--- config.mk ---
export PLATFORM = sky130hd
export DESIGN_NAME = elapsed_time_tracker
export DESIGN_NICKNAME = d
export VERILOG_FILES = /design/src/rtl/time_tracker_pkg.sv /design/src/rtl/bcd_digit_counter.sv /design/src/rtl/elapsed_time_tracker.sv
export SDC_FILE = /design/constraint.sdc
export NUM_CORES = 1
export LEC_CHECK = 0
export CORE_ASPECT_RATIO = 0.6
export CORE_UTILIZATION = 39
export DETAILED_ROUTE_END_ITERATION = 10
export MAX_ROUTING_LAYER = met4
export PLACE_DENSITY = 0.68
export SKIP_CTS_REPAIR_TIMING = 1
export SYNTH_ARGS = -nofsm -noshare
export SYNTH_HDL_FRONTEND = slang
export SYNTH_SLANG_ARGS = --single-unit
--- constraint.sdc ---
create_clock -name clk -period 2.8 [get_ports clk]
set_clock_uncertainty 0.2 [all_clocks]
set_input_delay 0.28 -clock clk [delete_from_list [all_inputs] [get_ports clk]]
set_output_delay 0.28 -clock clk [all_outputs]
set_load 0.01 [all_outputs]
--- src/rtl/time_tracker_pkg.sv ---
// Shared types and constants for the elapsed-time tracker: FSM encoding and BCD limits.
package time_tracker_pkg;

   localparam int unsigned DigitW    = 4;
   localparam logic [15:0] BcdMax    = 16'h9999;
   localparam logic [15:0] BcdPreMax = 16'h9998;

   typedef enum logic [1:0] {
      StIdle = 2'd0,
      StRun  = 2'd1,
      StHold = 2'd2,
      StSat  = 2'd3
   } state_e;

endpackage

--- src/rtl/bcd_digit_counter.sv ---
// One BCD digit (0-9) with synchronous clear and increment; carry fires on 9 -> 0.
module bcd_digit_counter
   import time_tracker_pkg::*;
(
   input  logic              clk,
   input  logic              rst,
   input  logic              clr,
   input  logic              inc,
   output logic [DigitW-1:0] digit,
   output logic              carry
);

   localparam logic [DigitW-1:0] Nine = DigitW'(9);
   localparam logic [DigitW-1:0] One  = DigitW'(1);

   logic [DigitW-1:0] digit_q, digit_d;

   always_comb begin
      digit_d = digit_q;
      if (clr) begin
         digit_d = '0;
      end else if (inc) begin
         digit_d = (digit_q == Nine) ? '0 : digit_q + One;
      end
   end

   always_ff @(posedge clk) begin
      if (!rst) begin
         digit_q <= '0;
      end else begin
         digit_q <= digit_d;
      end
   end

   assign digit = digit_q;
   assign carry = inc & (digit_q == Nine);

endmodule

--- src/rtl/elapsed_time_tracker.sv ---
// Game survival timer: prescales 1 ms ticks into 0.1 s steps of a 4-digit BCD count,
// gated by a run/hold/saturate FSM that also enables the upstream millisecond timer.
module elapsed_time_tracker
   import time_tracker_pkg::*;
#(
   parameter int unsigned MS_PER_TENTH = 100
) (
   input  logic        clk,
   input  logic        rst,
   input  logic        ms_tick,
   input  logic        start,
   input  logic        stop,
   input  logic        clear,
   output logic        timer_en,
   output logic [15:0] bcd_time,
   output logic        tenth_pulse,
   output logic        running,
   output logic        saturated
);

   localparam logic [6:0] MsLast = 7'(MS_PER_TENTH - 1);

   state_e     state_q, state_d;
   logic [6:0] ms_cnt_q, ms_cnt_d;
   logic       timer_en_q, timer_en_d;
   logic       tenth_pulse_q, tenth_pulse_d;
   logic       running_q, running_d;
   logic       saturated_q, saturated_d;

   logic        tick_run;
   logic        tenth_inc;
   logic [3:0]  digit_inc;
   logic [3:0]  digit_carry;
   logic [15:0] bcd_digits;
   logic        unused_top_carry;

   // A tick is only consumed in RUN when neither clear nor stop wins this cycle.
   assign tick_run  = (state_q == StRun) & ms_tick & ~clear & ~stop;
   assign tenth_inc = tick_run & (ms_cnt_q == MsLast);

   always_comb begin
      ms_cnt_d = ms_cnt_q;
      if (clear) begin
         ms_cnt_d = '0;
      end else if (tick_run) begin
         ms_cnt_d = tenth_inc ? '0 : ms_cnt_q + 7'd1;
      end
   end

   always_comb begin
      state_d = state_q;
      unique case (state_q)
         StIdle: begin
            if (clear)      state_d = StIdle;
            else if (start) state_d = StRun;
         end
         StRun: begin
            if (clear)                                     state_d = StIdle;
            else if (stop)                                 state_d = StHold;
            else if (tenth_inc && bcd_digits == BcdPreMax) state_d = StSat;
         end
         StHold: begin
            if (clear)      state_d = StIdle;
            else if (stop)  state_d = StHold;
            else if (start) state_d = StRun;
         end
         StSat: begin
            if (clear) state_d = StIdle;
         end
         default: state_d = StIdle;
      endcase
   end

   always_comb begin
      timer_en_d    = (state_d == StRun);
      running_d     = (state_d == StRun);
      saturated_d   = (state_d == StSat);
      tenth_pulse_d = tenth_inc;
   end

   always_ff @(posedge clk) begin
      if (!rst) begin
         state_q       <= StIdle;
         ms_cnt_q      <= '0;
         timer_en_q    <= 1'b0;
         tenth_pulse_q <= 1'b0;
         running_q     <= 1'b0;
         saturated_q   <= 1'b0;
      end else begin
         state_q       <= state_d;
         ms_cnt_q      <= ms_cnt_d;
         timer_en_q    <= timer_en_d;
         tenth_pulse_q <= tenth_pulse_d;
         running_q     <= running_d;
         saturated_q   <= saturated_d;
      end
   end

   // Ripple carry tenths -> ones -> tens -> hundreds.
   assign digit_inc = {digit_carry[2:0], tenth_inc};

   for (genvar i = 0; i < 4; i++) begin : g_digit
      bcd_digit_counter u_digit (
         .clk   (clk),
         .rst   (rst),
         .clr   (clear),
         .inc   (digit_inc[i]),
         .digit (bcd_digits[i*DigitW +: DigitW]),
         .carry (digit_carry[i])
      );
   end

   // Saturation stops counting at 999.9, so the top carry can never fire.
   assign unused_top_carry = digit_carry[3];

   assign timer_en    = timer_en_q;
   assign bcd_time    = bcd_digits;
   assign tenth_pulse = tenth_pulse_q;
   assign running     = running_q;
   assign saturated   = saturated_q;

endmodule

# ---- Word level (Yosys, flattened, before mapping)
# Index checks and enable logic that the tools add are counted.
dict set report word_totals {
  regBits 28
  inputBits 6
  output_inout_bits 20
}
dict set report op_classes {
  addsub 5
  eq_ne 11
  muxes 14
  bitwise_logic 10
  n_reduce_logical 3
}
# cell count
set ops {}
lappend ops {{$add A4 B1 Y4 const B} 4}
lappend ops {{$eq A16 B16 Y1 const B} 1}
lappend ops {{$eq A4 B4 Y1 const B} 4}
lappend ops {{$mux W2} 8}
lappend ops {{$mux W4} 4}
lappend ops {{$pmux W2 S4} 1}
lappend ops {{$add A7 B1 Y7 const B} 1}
lappend ops {{$and A1 B1 Y1} 7}
lappend ops {{$eq A7 B7 Y1 const B} 1}
lappend ops {{$mux W7} 1}
lappend ops {{$eq A2 B2 Y1 const B} 3}
lappend ops {{$eq A2 B1 Y1 const B} 2}
lappend ops {{$not A1 Y1} 3}
lappend ops {{$logic_not A2 Y1} 1}
lappend ops {{$reduce_or A2 Y1} 1}
lappend ops {{$logic_and A1 B1 Y1} 1}

# ---- Depth between registers and ports, before layout
# Gate-level depths: netlist (run 1).
dict set report logic_depth {
  word_depth 11
  ltp_mapped 6
}

# ---- Cells and area by module
# Synthesis (run 1) repeated with hierarchy kept, for this count alone.
dict set report hier_totals {
  cells_unflattened 157
  hier_area_um2 1391.3
}
# module n_inst cells_each area_each_um2
set by_module_without_submodules {}
lappend by_module_without_submodules {bcd_digit_counter 4 21 187.7}
lappend by_module_without_submodules {elapsed_time_tracker 1 73 640.6}

# ---- Least setup slack after synthesis (run 1)
# OpenSTA, ideal clock, no wires.
dict set report synth_path {
  path_type {reg-to-reg}
  start {register ms_cnt_q[2]}
  end {register g_digit[3].u_digit.digit_q[1]}
  t_arrival_ns 2.030
  required_ns 2.530
  slack_ns 0.500
  stages_incl_launch_ff 5
  path_buffers 0
  synth_period_minus_slack_ns 2.300
  cell_sequence {dfxtp_1 -> or4b_1 -> or4_4 -> or4_1 -> a21oi_1}
}
dict set report synth_via {
  elab_chain_len 5
}
# item line
set synth_rtl {}
lappend synth_rtl {{from (decl)} elapsed_time_tracker.sv:24} ;# logic [6:0] ms_cnt_q, ms_cnt_d;
lappend synth_rtl {{from (signal assigned)} elapsed_time_tracker.sv:91} ;# ms_cnt_q <= ms_cnt_d;
lappend synth_rtl {{$eq A7 B7 Y1} elapsed_time_tracker.sv:39} ;# assign tenth_inc = tick_run & (ms_cnt_q == MsLast);
lappend synth_rtl {{$and A1 B1 Y1} elapsed_time_tracker.sv:39}
lappend synth_rtl {{$and A1 B1 Y1 (3 in series)} bcd_digit_counter.sv:36} ;# assign carry = inc & (digit_q == Nine);
lappend synth_rtl {{to (signal assigned)} bcd_digit_counter.sv:31} ;# digit_q <= digit_d;
lappend synth_rtl {{to (decl)} bcd_digit_counter.sv:16} ;# logic [DigitW-1:0] digit_q, digit_d;
# No other way between the ends.
# A chain may end at the register's enable or synchronous reset.

# ---- Worst setup path in the final report (run 1)
dict set report layout_path {
  start {register ms_cnt_q[2]}
  end {register g_digit[1].u_digit.digit_q[2]}
}
dict set report layout_via {
  elab_chain_len 3
}
# item line
set layout_rtl {}
lappend layout_rtl {{$eq A7 B7 Y1} elapsed_time_tracker.sv:39}
lappend layout_rtl {{$and A1 B1 Y1} elapsed_time_tracker.sv:39}
lappend layout_rtl {{$and A1 B1 Y1} bcd_digit_counter.sv:36}
lappend layout_rtl {{to (signal assigned)} bcd_digit_counter.sv:31}
lappend layout_rtl {{to (decl)} bcd_digit_counter.sv:16}
# No other way between the ends.

==> results.md, run 1 <==
- Status: finished clean
- GRT Util Overall: 0.205
- Worst-path clk slew: ~0.090 ns
- Die ar.: approximately 3800 um^2
- Crit-path slowest cell: or4b_1
- Synth top area share: 0.404
- I/O pin total: 26
- Vert. Die Dim: 48.2 um
- Initial antenna violation count: 0
- Biggest area consumer among synthesized cells: dfxtp_1
- Crit path depth: 5
- Async SR Flop Fraction: 0
- CP delay by family, top: simple AND/OR/NAND/NOR gates
- CP max stage delay: a little under 0.6 ns
- Mapped Avg Cell Area: 8.46 um^2
- Port Buffers: 25
- Finish-stage setup viols: 0
- Gate power share: 0.051
- Met1 WL: approximately 1.8 mm
- WL met2: 1.50 mm
- Unrepaired setup endpoints after global routing: no
- Area contributors post-synth: dfxtp_1 (40%), a21oi_1 (5.4%), or3_1 (4.1%)
- Worst-path cell chain: or4b_1 -> or4_4 -> buf_4 -> or3_1 -> a21oi_1
- Largest net degree at the start of global routing: 16
- Startpoint types: flip-flop
- Syn-to-layout area delta: 29.4%
- Vias in the first global route: 1146
- Leakage power: around 0.57 nW
- Pre-CTS WS: 0.132 ns
- TritonCTS Buffers: 3
- # clock sinks: 28
- Initial Utilization: 0.418
- # rows: 16
- Clock share of power: 0.367
- Worst Setup End Kind: flip-flop
- Yosys warns: 0
- Hold Violations, Final: 0
- Syn Nets: 171
- Vias after detailed routing: about 1400
- Main synth FF type: dfxtp_1
- CP Class: reg2reg
- Final nets: 206
- Yosys cell types: 39
- Final Max Tran Viols: 0
- Final period util: 0.867
- Cell Area, Synth: 1390 um^2
- Worst-path maximum fanout: 15
- CTS root buf: clkbuf_8
- Power Dens Cells: 384 nW/um^2
- Core area: around 3300 um^2
- Post-route ant nets: 0
- Skew-Pair Late Insertion Delay: around 0.28 ns
- Fin Hold WS: 0.338 ns
- RD Place Congestion: 0.824
- Hold crit path type: reg2reg
- VDD IR-drop max: about 0.23 mV
- Initial DRC Count: roughly 110
- WL/cell: 14.7 um
- Seq pwr share: 0.583
- Final setup TNS: 0 ns
- Fin crit period: 2.43 ns
- Final WL: roughly 3.6 mm
- Grt ovf: 0
- Fillcell total: 322
- # DRC: 0
- Max H-tree Level: 1
- Layout cells sized above 1: 0.0758
- R2R cell count: 5
- Synth Instances: 164
- First-pass GRT wire length: 5.56 mm
- P_int: 0.000543 W
- Max-slew headroom: 0.609
- CTS tree: built
- EDFF count, synth: 0
- DR top layer: met4
- WP data arrival: 2.43 ns
- Die Wd: a little under 80 um
- DP HPWL: 2.63 mm
- Critical Path RT: 2.81 ns
- Hold path cells: 2
- Sequential cell area fraction in the yosys report: 0.404
- Max-Cap Viols: 0
- Switch Pwr: 0.000146 W
- DR WL met3: 195 um
- Switching Fraction: 0.211
- Worst slew pin tran: 0.580 ns
- Peak Freq: approximately 410 MHz
- Worst Path Buf+Inv: 1
- Ant. Diodes: 0
- Final worst setup slack: 0.371 ns
- Via-per-instance ratio: 5.62
- First-pass DRT Iterations: 4
- Clk buf depth: 2
- Flops & latches, synth: 28
-- power by group through the flow --
stage	Clock, W	Sequential (W)	Combinational (W)
floorplan	0	0.000411	0.0000154
global placement	0	0.000411	0.0000339
detailed placement	0	0.000411	0.0000342
CTS	0.000261	0.000401	0.0000345
global route	0.000276	0.000402	0.0000372
finish	0.000253	0.000401	0.0000348
-- synthesized netlist by cell type (all sizes together), types with 5 or more instances --
cell type and instances:
a21oi 15, dfxtp 28, inv 6, nand2 11
nand3 6, nand4 7, nor2 12, nor2b 6
o21ai 9, or3 9, or4 5, xnor2 5
-- flip-flops by register name (all words and copies together), names as in the netlist --
| signal | cells |
|---|---|
| g_digit.u_digit.digit | 16 |
| tenth_pulse | 1 |
| state_q | 2 |
| ms_cnt_q | 7 |
| saturated | 1 |
| running | 1 |
-- metrics by stage --
step | utilization | area (um^2) | total power, W | std cells
after floorplan | - | 1390 | 0.000426 | 164
after global placement | 0.524 | 1740 | 0.000444 | 239
after detailed placement | 0.524 | 1740 | 0.000445 | 239
after CTS | 0.540 | 1800 | 0.000697 | 243
after global routing | 0.540 | 1800 | 0.000715 | 243
final | 0.540 | 1800 | 0.000689 | 243
-- final timing paths --
| path | start | to | slack (ns) |
|---|---|---|---|
| setup / recovery | ms_cnt_q[2]$_SDFFE_PP0P_ | g_digit[1].u_digit.digit[2]$_SDFFE_PP0P_ | 0.37 |
| hold / removal | g_digit[0].u_digit.digit[1]$_SDFFE_PP0N_ | g_digit[0].u_digit.digit[1]$_SDFFE_PP0N_ | 0.34 |
| setup reg to reg | ms_cnt_q[2]$_SDFFE_PP0P_ | g_digit[1].u_digit.digit[2]$_SDFFE_PP0P_ | 0.37 |
| hold reg to reg | g_digit[0].u_digit.digit[1]$_SDFFE_PP0N_ | g_digit[0].u_digit.digit[1]$_SDFFE_PP0N_ | 0.34 |
-- final cells by class --
cell class                 count  area, um^2  share of cell area
timing repair buffer          34         318               0.177
inverter                       6        22.5              0.0125
tap                           45        56.3              0.0314
sequential                    28         561               0.312
multi-input combinational    126         783               0.436
clock buffer                   4        55.1              0.0307
-- layout by cell type, fill, tap and decap left out, types with 2 or more instances in the layout --
master | netlist | final
dfxtp_1 | 28 | 28
clkdlybuf4s50_1 | 0 | 25
a21oi_1 | 15 | 15
nor2_1 | 12 | 12
nand2_1 | 11 | 11
o21ai_0 | 9 | 9
or3_1 | 9 | 9
buf_4 | 1 | 9
nand4_1 | 7 | 7
nor2b_1 | 6 | 6
inv_1 | 6 | 6
nand3_1 | 6 | 6
xnor2_1 | 5 | 5
nor4_1 | 4 | 4
or4_1 | 4 | 4
clkbuf_8 | 0 | 4
nand3b_1 | 3 | 3
nor4bb_1 | 3 | 3
mux2i_1 | 3 | 3
o31ai_1 | 3 | 3
nor3b_1 | 2 | 2
and3_1 | 2 | 2
nand2b_1 | 2 | 2
a31oi_1 | 2 | 2
xor2_1 | 2 | 2
a211o_1 | 2 | 2
and2_1 | 2 | 2
-- worst register-to-register path, delay by kind of cell, from the launching register on --
kind,cells,cell delay (ns)
AO/OA/AOI/OAI,1,0.15
buffers and inverters,1,0.19
flip-flops,1,0.37
AND/OR/NAND/NOR,3,1.45
-- logic make-up after synthesis --
family / count (synthesis) / share of synthesized area
multiplexers: 3 / 0.0216
AND/OR/NAND/NOR: 80 / 0.341
buffers and inverters: 10 / 0.0316
XOR/XNOR: 7 / 0.0442
flip-flops: 28 / 0.404
AO/OA/AOI/OAI: 35 / 0.149
adder cells (fa/ha/maj): 1 / 0.00902
-- routing by layer --
| metal | track usage | vias up |
|---|---|---|
| li1 | - | 674 |
| met2 | 0.309 | 53 |
| met4 | 0.0618 | 0 |
| met5 | - | - |
| met3 | 0.0505 | 8 |
| met1 | 0.275 | 631 |
Note: power is estimated with default switching activity, not from simulation.
==> run 2, diff against run 1 <==
--- a/config.mk
+++ b/config.mk
@@ -10,6 +10,7 @@
 export DETAILED_ROUTE_END_ITERATION = 10
 export MAX_ROUTING_LAYER = met4
 export PLACE_DENSITY = 0.68
+export REMOVE_ABC_BUFFERS = 1
 export SKIP_CTS_REPAIR_TIMING = 1
 export SYNTH_ARGS = -nofsm -noshare
 export SYNTH_HDL_FRONTEND = slang
==> results.md, run 2 (synthesis gave the netlist of run 1 again) <==
- Final setup TNS: 0 ns (unchanged)
- Power Dens Cells: 420 nW/um^2 (+9.4%)
- CP Class: reg2reg
- Worst-path cell chain: or4b_1 -> or4_4 -> buf_4 -> or3_1 -> a21oi_1
- Area taken by multi-input logic gates: 783 um^2 (unchanged)
- Post-route ant nets: 0 (unchanged)
- Die ar.: 3810 um^2 (unchanged)
- WL/cell: 13.4 um (-8.4%)
- Fillcell total: 338 (+5.0%)
- Crit-path slowest cell: or4b_1
- Worst-path clk slew: 0.10 ns (about the same)
- RR Endpoint: g_digit[2].u_digit.digit[0]$_SDFFE_PP0P_
- Reg2Reg Setup Slack: 0.36 ns (-0.02 ns)
- Commonest non-fill, non-tap cell in the layout: dfxtp_1
- Worst Path Buf+Inv: 1 (unchanged)
- CTS root buf: clkbuf_8
- Peak Freq: 409 MHz (-0.65%)
- Largest net degree at the start of global routing: 17 (+1)
- GRT Util Overall: 0.192 (-0.0127)
- Unrepaired setup endpoints after global routing: no
- Hold EP: g_digit[3].u_digit.digit[0]$_SDFFE_PP0P_
- DP HPWL: 2.43 mm (-7.5%)
- Inst Count DP: 238 (-0.42%)
- Ant. Diodes: 0 (unchanged)
- Hold crit path type: reg2reg
- Final Max Tran Viols: 0 (unchanged)
- CP delay by family, top: simple AND/OR/NAND/NOR gates
- CP max stage delay: 0.60 ns (about the same)
- Port Buffers: 25 (unchanged)
- Vias in the first global route: 1109 (-3.2%)
- Power Total: 0.000757 W (+10%)
- Finish-stage setup viols: 0 (unchanged)
- R2R cell count: 5 (unchanged)
- RD Place Congestion: 0.833 (+1.1%)
- Hold Violations, Final: 0 (unchanged)
- Max-slew headroom: 0.578 (-0.0318)
- Worst Hold Launch: g_digit[3].u_digit.digit[0]$_SDFFE_PP0P_
- Clk buf depth: 2 (unchanged)
- Final nets: 205 (-0.49%)
- TritonCTS Buffers: 3 (unchanged)
- Cell Count, Final, Fillers Out: 242 (-0.41%)
- Layout cells sized above 1: 0.0711 (-0.00469)
- Worst Setup End Kind: flip-flop
- Hold path cells: 2 (unchanged)
- CTS tree: built
- Leakage power: 0.571 nW (+0.32%)
- Worst r2r src: ms_cnt_q[2]$_SDFFE_PP0P_
- Status: finished clean
- Register area: 561 um^2 (unchanged)
- Vert. Die Dim: 48.2 um (unchanged)
- Final period util: 0.873 (+0.00572)
- Crit path depth: 5 (unchanged)
- Fin util: 0.543 (+0.00264)
- CP Launch Point: ms_cnt_q[2]$_SDFFE_PP0P_
- Startpoint types: flip-flop
- Max H-tree Level: 1 (unchanged)
- First-pass GRT wire length: 5.26 mm (-5.3%)
- WP data arrival: 2.45 ns (+0.02 ns)
- I/O pin total: 26 (unchanged)
- Initial Utilization: 0.418 (unchanged)
- # rows: 16 (unchanged)
- First-pass DRT Iterations: 4 (unchanged)
- Syn-to-layout area delta: 30.0%
- Max-Cap Viols: 0 (unchanged)
- Worst-path maximum fanout: 15 (unchanged)
- Critical Path RT: 2.81 ns (about the same)
- # clock sinks: 28 (unchanged)
- Vias after detailed routing: 1295 (-5.2%)
- Max FFs per register: 16 (unchanged)
- Worst slew pin tran: 0.634 ns (+0.0531 ns)
- Initial antenna violation count: 0 (unchanged)
- Final WL: 3.25 mm (-8.7%)
- Die Wd: 79.0 um (unchanged)
- VDD IR-drop max: 0.421 mV (+83%)
- Initial DRC Count: 48 (-54%)
- Core area: 3320 um^2 (unchanged)
- # DRC: 0 (unchanged)
- Via-per-instance ratio: 5.35 (-4.8%)
- Skew-Pair Late Insertion Delay: 0.28 ns (about the same)
- Most frequent cells in the layout: dfxtp_1 (28), clkdlybuf4s50_1 (25), a21oi_1 (15)
- Grt ovf: 0 (unchanged)
- Fin crit period: 2.44 ns (+0.0160 ns)
==> run 2: final cells by class <==
type	instances	area share
clock buffers	3	0.0229
clock inverters	1	0.0166
inverters	6	0.0125
multi-input cells	126	0.434
flip-flops and latches	28	0.311
well taps	45	0.0312
repair buffers	33	0.172
==> run 2: worst register-to-register path, cell delays in order, from the launching register on <==
cell and delay [ns]:
dfxtp_1 0.38, or4b_1 0.60, or4_4 0.51, buf_4 0.19, or3_1 0.35, a21oi_1 0.14
==> run 2: stage by stage <==
step | area, um^2 | worst slack (ns) | hold WS (ns)
CTS | 1800 | 0.355 | 0.329
global route | 1800 | 0.271 | 0.352
floorplan | 1370 | 0.444 | 0.202
global placement | 1730 | 0.191 | 0.302
finish | 1800 | 0.355 | 0.325
detailed placement | 1730 | 0.122 | 0.315
==> run 2: power by group <==
part | leakage, nW | total [W] | internal, W | switching (W)
Clock | 0.0357 | 0.000324 | 0.000192 | 0.000132
Combinational | 0.309 | 0.0000324 | 0.0000156 | 0.0000168
Sequential | 0.226 | 0.000401 | 0.000400 | 0.00000152
==> run 2: worst max-delay path by stage <==
stage	endpoint	slack, ns
floorplan	g_digit[3].u_digit.digit[1]$_SDFFE_PP0P_	0.44
global placement	g_digit[1].u_digit.digit[2]$_SDFFE_PP0P_	0.19
detailed placement	g_digit[2].u_digit.digit[0]$_SDFFE_PP0P_	0.12
CTS	g_digit[2].u_digit.digit[0]$_SDFFE_PP0P_	0.35
global route	g_digit[2].u_digit.digit[0]$_SDFFE_PP0P_	0.27
finish	g_digit[2].u_digit.digit[0]$_SDFFE_PP0P_	0.36
==> run 2: per-layer routing <==
| layer | global-route usage | share of wire | up-vias |
|---|---|---|---|
| met5 | - | 0 | - |
| met4 | 0.0800 | 0.013 | 0 |
| met3 | 0.0486 | 0.049 | 4 |
| met2 | 0.283 | 0.40 | 36 |
| met1 | 0.254 | 0.53 | 583 |
| li1 | - | - | 672 |
==> run 3, diff against run 2 <==
--- a/config.mk
+++ b/config.mk
@@ -5,7 +5,6 @@
 export SDC_FILE = /design/constraint.sdc
 export NUM_CORES = 1
 export LEC_CHECK = 0
-export CORE_ASPECT_RATIO = 0.6
 export CORE_UTILIZATION = 39
 export DETAILED_ROUTE_END_ITERATION = 10
 export MAX_ROUTING_LAYER = met4
==> results.md, run 3 (synthesis gave the netlist of run 1 again) <==
- Max-Cap Viols: 0 (unchanged)
- Post-route ant nets: 0 (unchanged)
- Commonest non-fill, non-tap cell in the layout: dfxtp_1
- Register area: 561 um^2 (unchanged)
- Max H-tree Level: 1 (unchanged)
- Die Wd: 61.7 um (-22%)
- CTS root buf: clkbuf_4
- Final nets: 205 (unchanged)
- Die ar.: 3800 um^2 (-0.20%)
- Grt ovf: 0 (unchanged)
- Max-slew headroom: 0.669 (+0.0909)
- Hold Violations, Final: 0 (unchanged)
- Largest net degree at the start of global routing: 15 (-2)
- GRT Util Overall: 0.185 (-0.00701)
- VDD IR-drop max: 0.159 mV (-62%)
- Fin util: 0.522 (-0.0206)
- # DRC: 0 (unchanged)
- Power Dens Cells: 341 nW/um^2 (-19%)
- # rows: 21 (+5)
- Vias after detailed routing: 1310 (+1.2%)
- Worst Setup End Kind: flip-flop
- Initial antenna violation count: 0 (unchanged)
- WP data arrival: 2.47 ns (+0.02 ns)
- Initial DRC Count: 80 (+67%)
- Most frequent cells in the layout: dfxtp_1 (28), clkdlybuf4s50_1 (25), a21oi_1 (15)
- Startpoint types: flip-flop
- Final Max Tran Viols: 0 (unchanged)
- First-pass DRT Iterations: 4 (unchanged)
- CP max stage delay: 0.58 ns (-0.02 ns)
- RD Place Congestion: 0.816 (-2.0%)
- Status: finished clean
- Finish-stage setup viols: 0 (unchanged)
- Worst-path cell chain: or4b_1 -> or4_4 -> buf_4 -> or3_1 -> a21oi_1
- Final WL: 3.06 mm (-5.9%)
- DP HPWL: 2.36 mm (-2.7%)
- Clk buf depth: 2 (unchanged)
- Reg2Reg Setup Slack: 0.39 ns (+0.03 ns)
- Max FFs per register: 16 (unchanged)
- # clock sinks: 28 (unchanged)
- Vert. Die Dim: 61.7 um (+28%)
- Unrepaired setup endpoints after global routing: no
- Leakage power: 0.549 nW (-3.8%)
- Hold crit path type: reg2reg
- Fin crit period: 2.41 ns (-0.0319 ns)
- Fillcell total: 350 (+3.6%)
- Cell Count, Final, Fillers Out: 242 (unchanged)
- Worst-path clk slew: 0.14 ns (+0.04 ns)
- Inst Count DP: 239 (+0.42%)
- Initial Utilization: 0.413 (-0.00497)
- Peak Freq: 414 MHz (+1.3%)
- Final setup TNS: 0 ns (unchanged)
- Final period util: 0.862 (-0.0114)
- WL/cell: 12.6 um (-5.9%)
- Worst slew pin tran: 0.496 ns (-0.137 ns)
- Layout cells sized above 1: 0.0663 (-0.00474)
- Critical Path RT: 2.86 ns (+0.05 ns)
- CTS tree: built
- Post-route cell area: 1760 um^2 (-2.6%)
- Placed Area: 1730 um^2 (about the same)
- Syn-to-layout area delta: 26.6%
- First-pass GRT wire length: 5.13 mm (-2.6%)
- Skew-Pair Late Insertion Delay: 0.32 ns (+0.04 ns)
- CP Class: reg2reg
- Ant. Diodes: 0 (unchanged)
- TritonCTS Buffers: 3 (unchanged)
- Port Buffers: 25 (unchanged)
- Area taken by multi-input logic gates: 783 um^2 (unchanged)
- Core area: 3360 um^2 (+1.2%)
- Fin Hold WS: 0.337 ns (+0.0121 ns)
- I/O pin total: 26 (unchanged)
- Via-per-instance ratio: 5.41 (+1.2%)
- Worst-path maximum fanout: 14 (-1)
- Vias in the first global route: 1206 (+8.7%)
- Crit-path slowest cell: or4b_1
[run 3: cell types whose count changed in the layout (fill, tap and decap cells not counted)]
cell	before	now
clkbuf_8	3	0
clkbuf_4	0	3
bufinv_16	1	0
[run 3: stage by stage]
stage               power (W)  worst slack [ns]
finish               0.000600             0.387
global route         0.000625             0.283
CTS                  0.000602             0.378
detailed placement   0.000443             0.149
global placement     0.000443             0.203
floorplan            0.000424             0.444
[run 3: critical path, delay by kind of cell, from the launching register on]
kind	cells	cell delay, ns
buffers and inverters	1	0.19
AO/OA/AOI/OAI	1	0.15
AND/OR/NAND/NOR	3	1.43
flip-flops	1	0.39
[run 3: worst paths after layout]
check                                                               from                                        to  cells past startpoint
worst min-delay path            g_digit[1].u_digit.digit[3]$_SDFFE_PP0P_  g_digit[1].u_digit.digit[3]$_SDFFE_PP0P_                      2
worst min register to register  g_digit[1].u_digit.digit[3]$_SDFFE_PP0P_  g_digit[1].u_digit.digit[3]$_SDFFE_PP0P_                      2
worst max register to register                  ms_cnt_q[2]$_SDFFE_PP0P_  g_digit[1].u_digit.digit[3]$_SDFFE_PP0P_                      5
worst max-delay path                            ms_cnt_q[2]$_SDFFE_PP0P_  g_digit[1].u_digit.digit[3]$_SDFFE_PP0P_                      5
[run 3: final cells by class]
class | count | area share
inverters | 6 | 0.0128
well taps | 46 | 0.0328
flip-flops and latches | 28 | 0.319
clock buffers | 3 | 0.0128
multi-input cells | 126 | 0.446
repair buffers | 33 | 0.177
[run 3: where the power goes]
part	switching (W)	internal [W]	leakage [nW]
sequential	0.00000160	0.000400	0.226
combinational	0.0000159	0.0000165	0.310
clock	0.000115	0.0000504	0.0138
[run 3: routing by layer]
metal  share of wire  wire, um  track usage
met1            0.47      1430        0.219
met2            0.50      1510        0.327
met3           0.031        95       0.0189
met4          0.0049        15       0.0603
met5               0         0            -
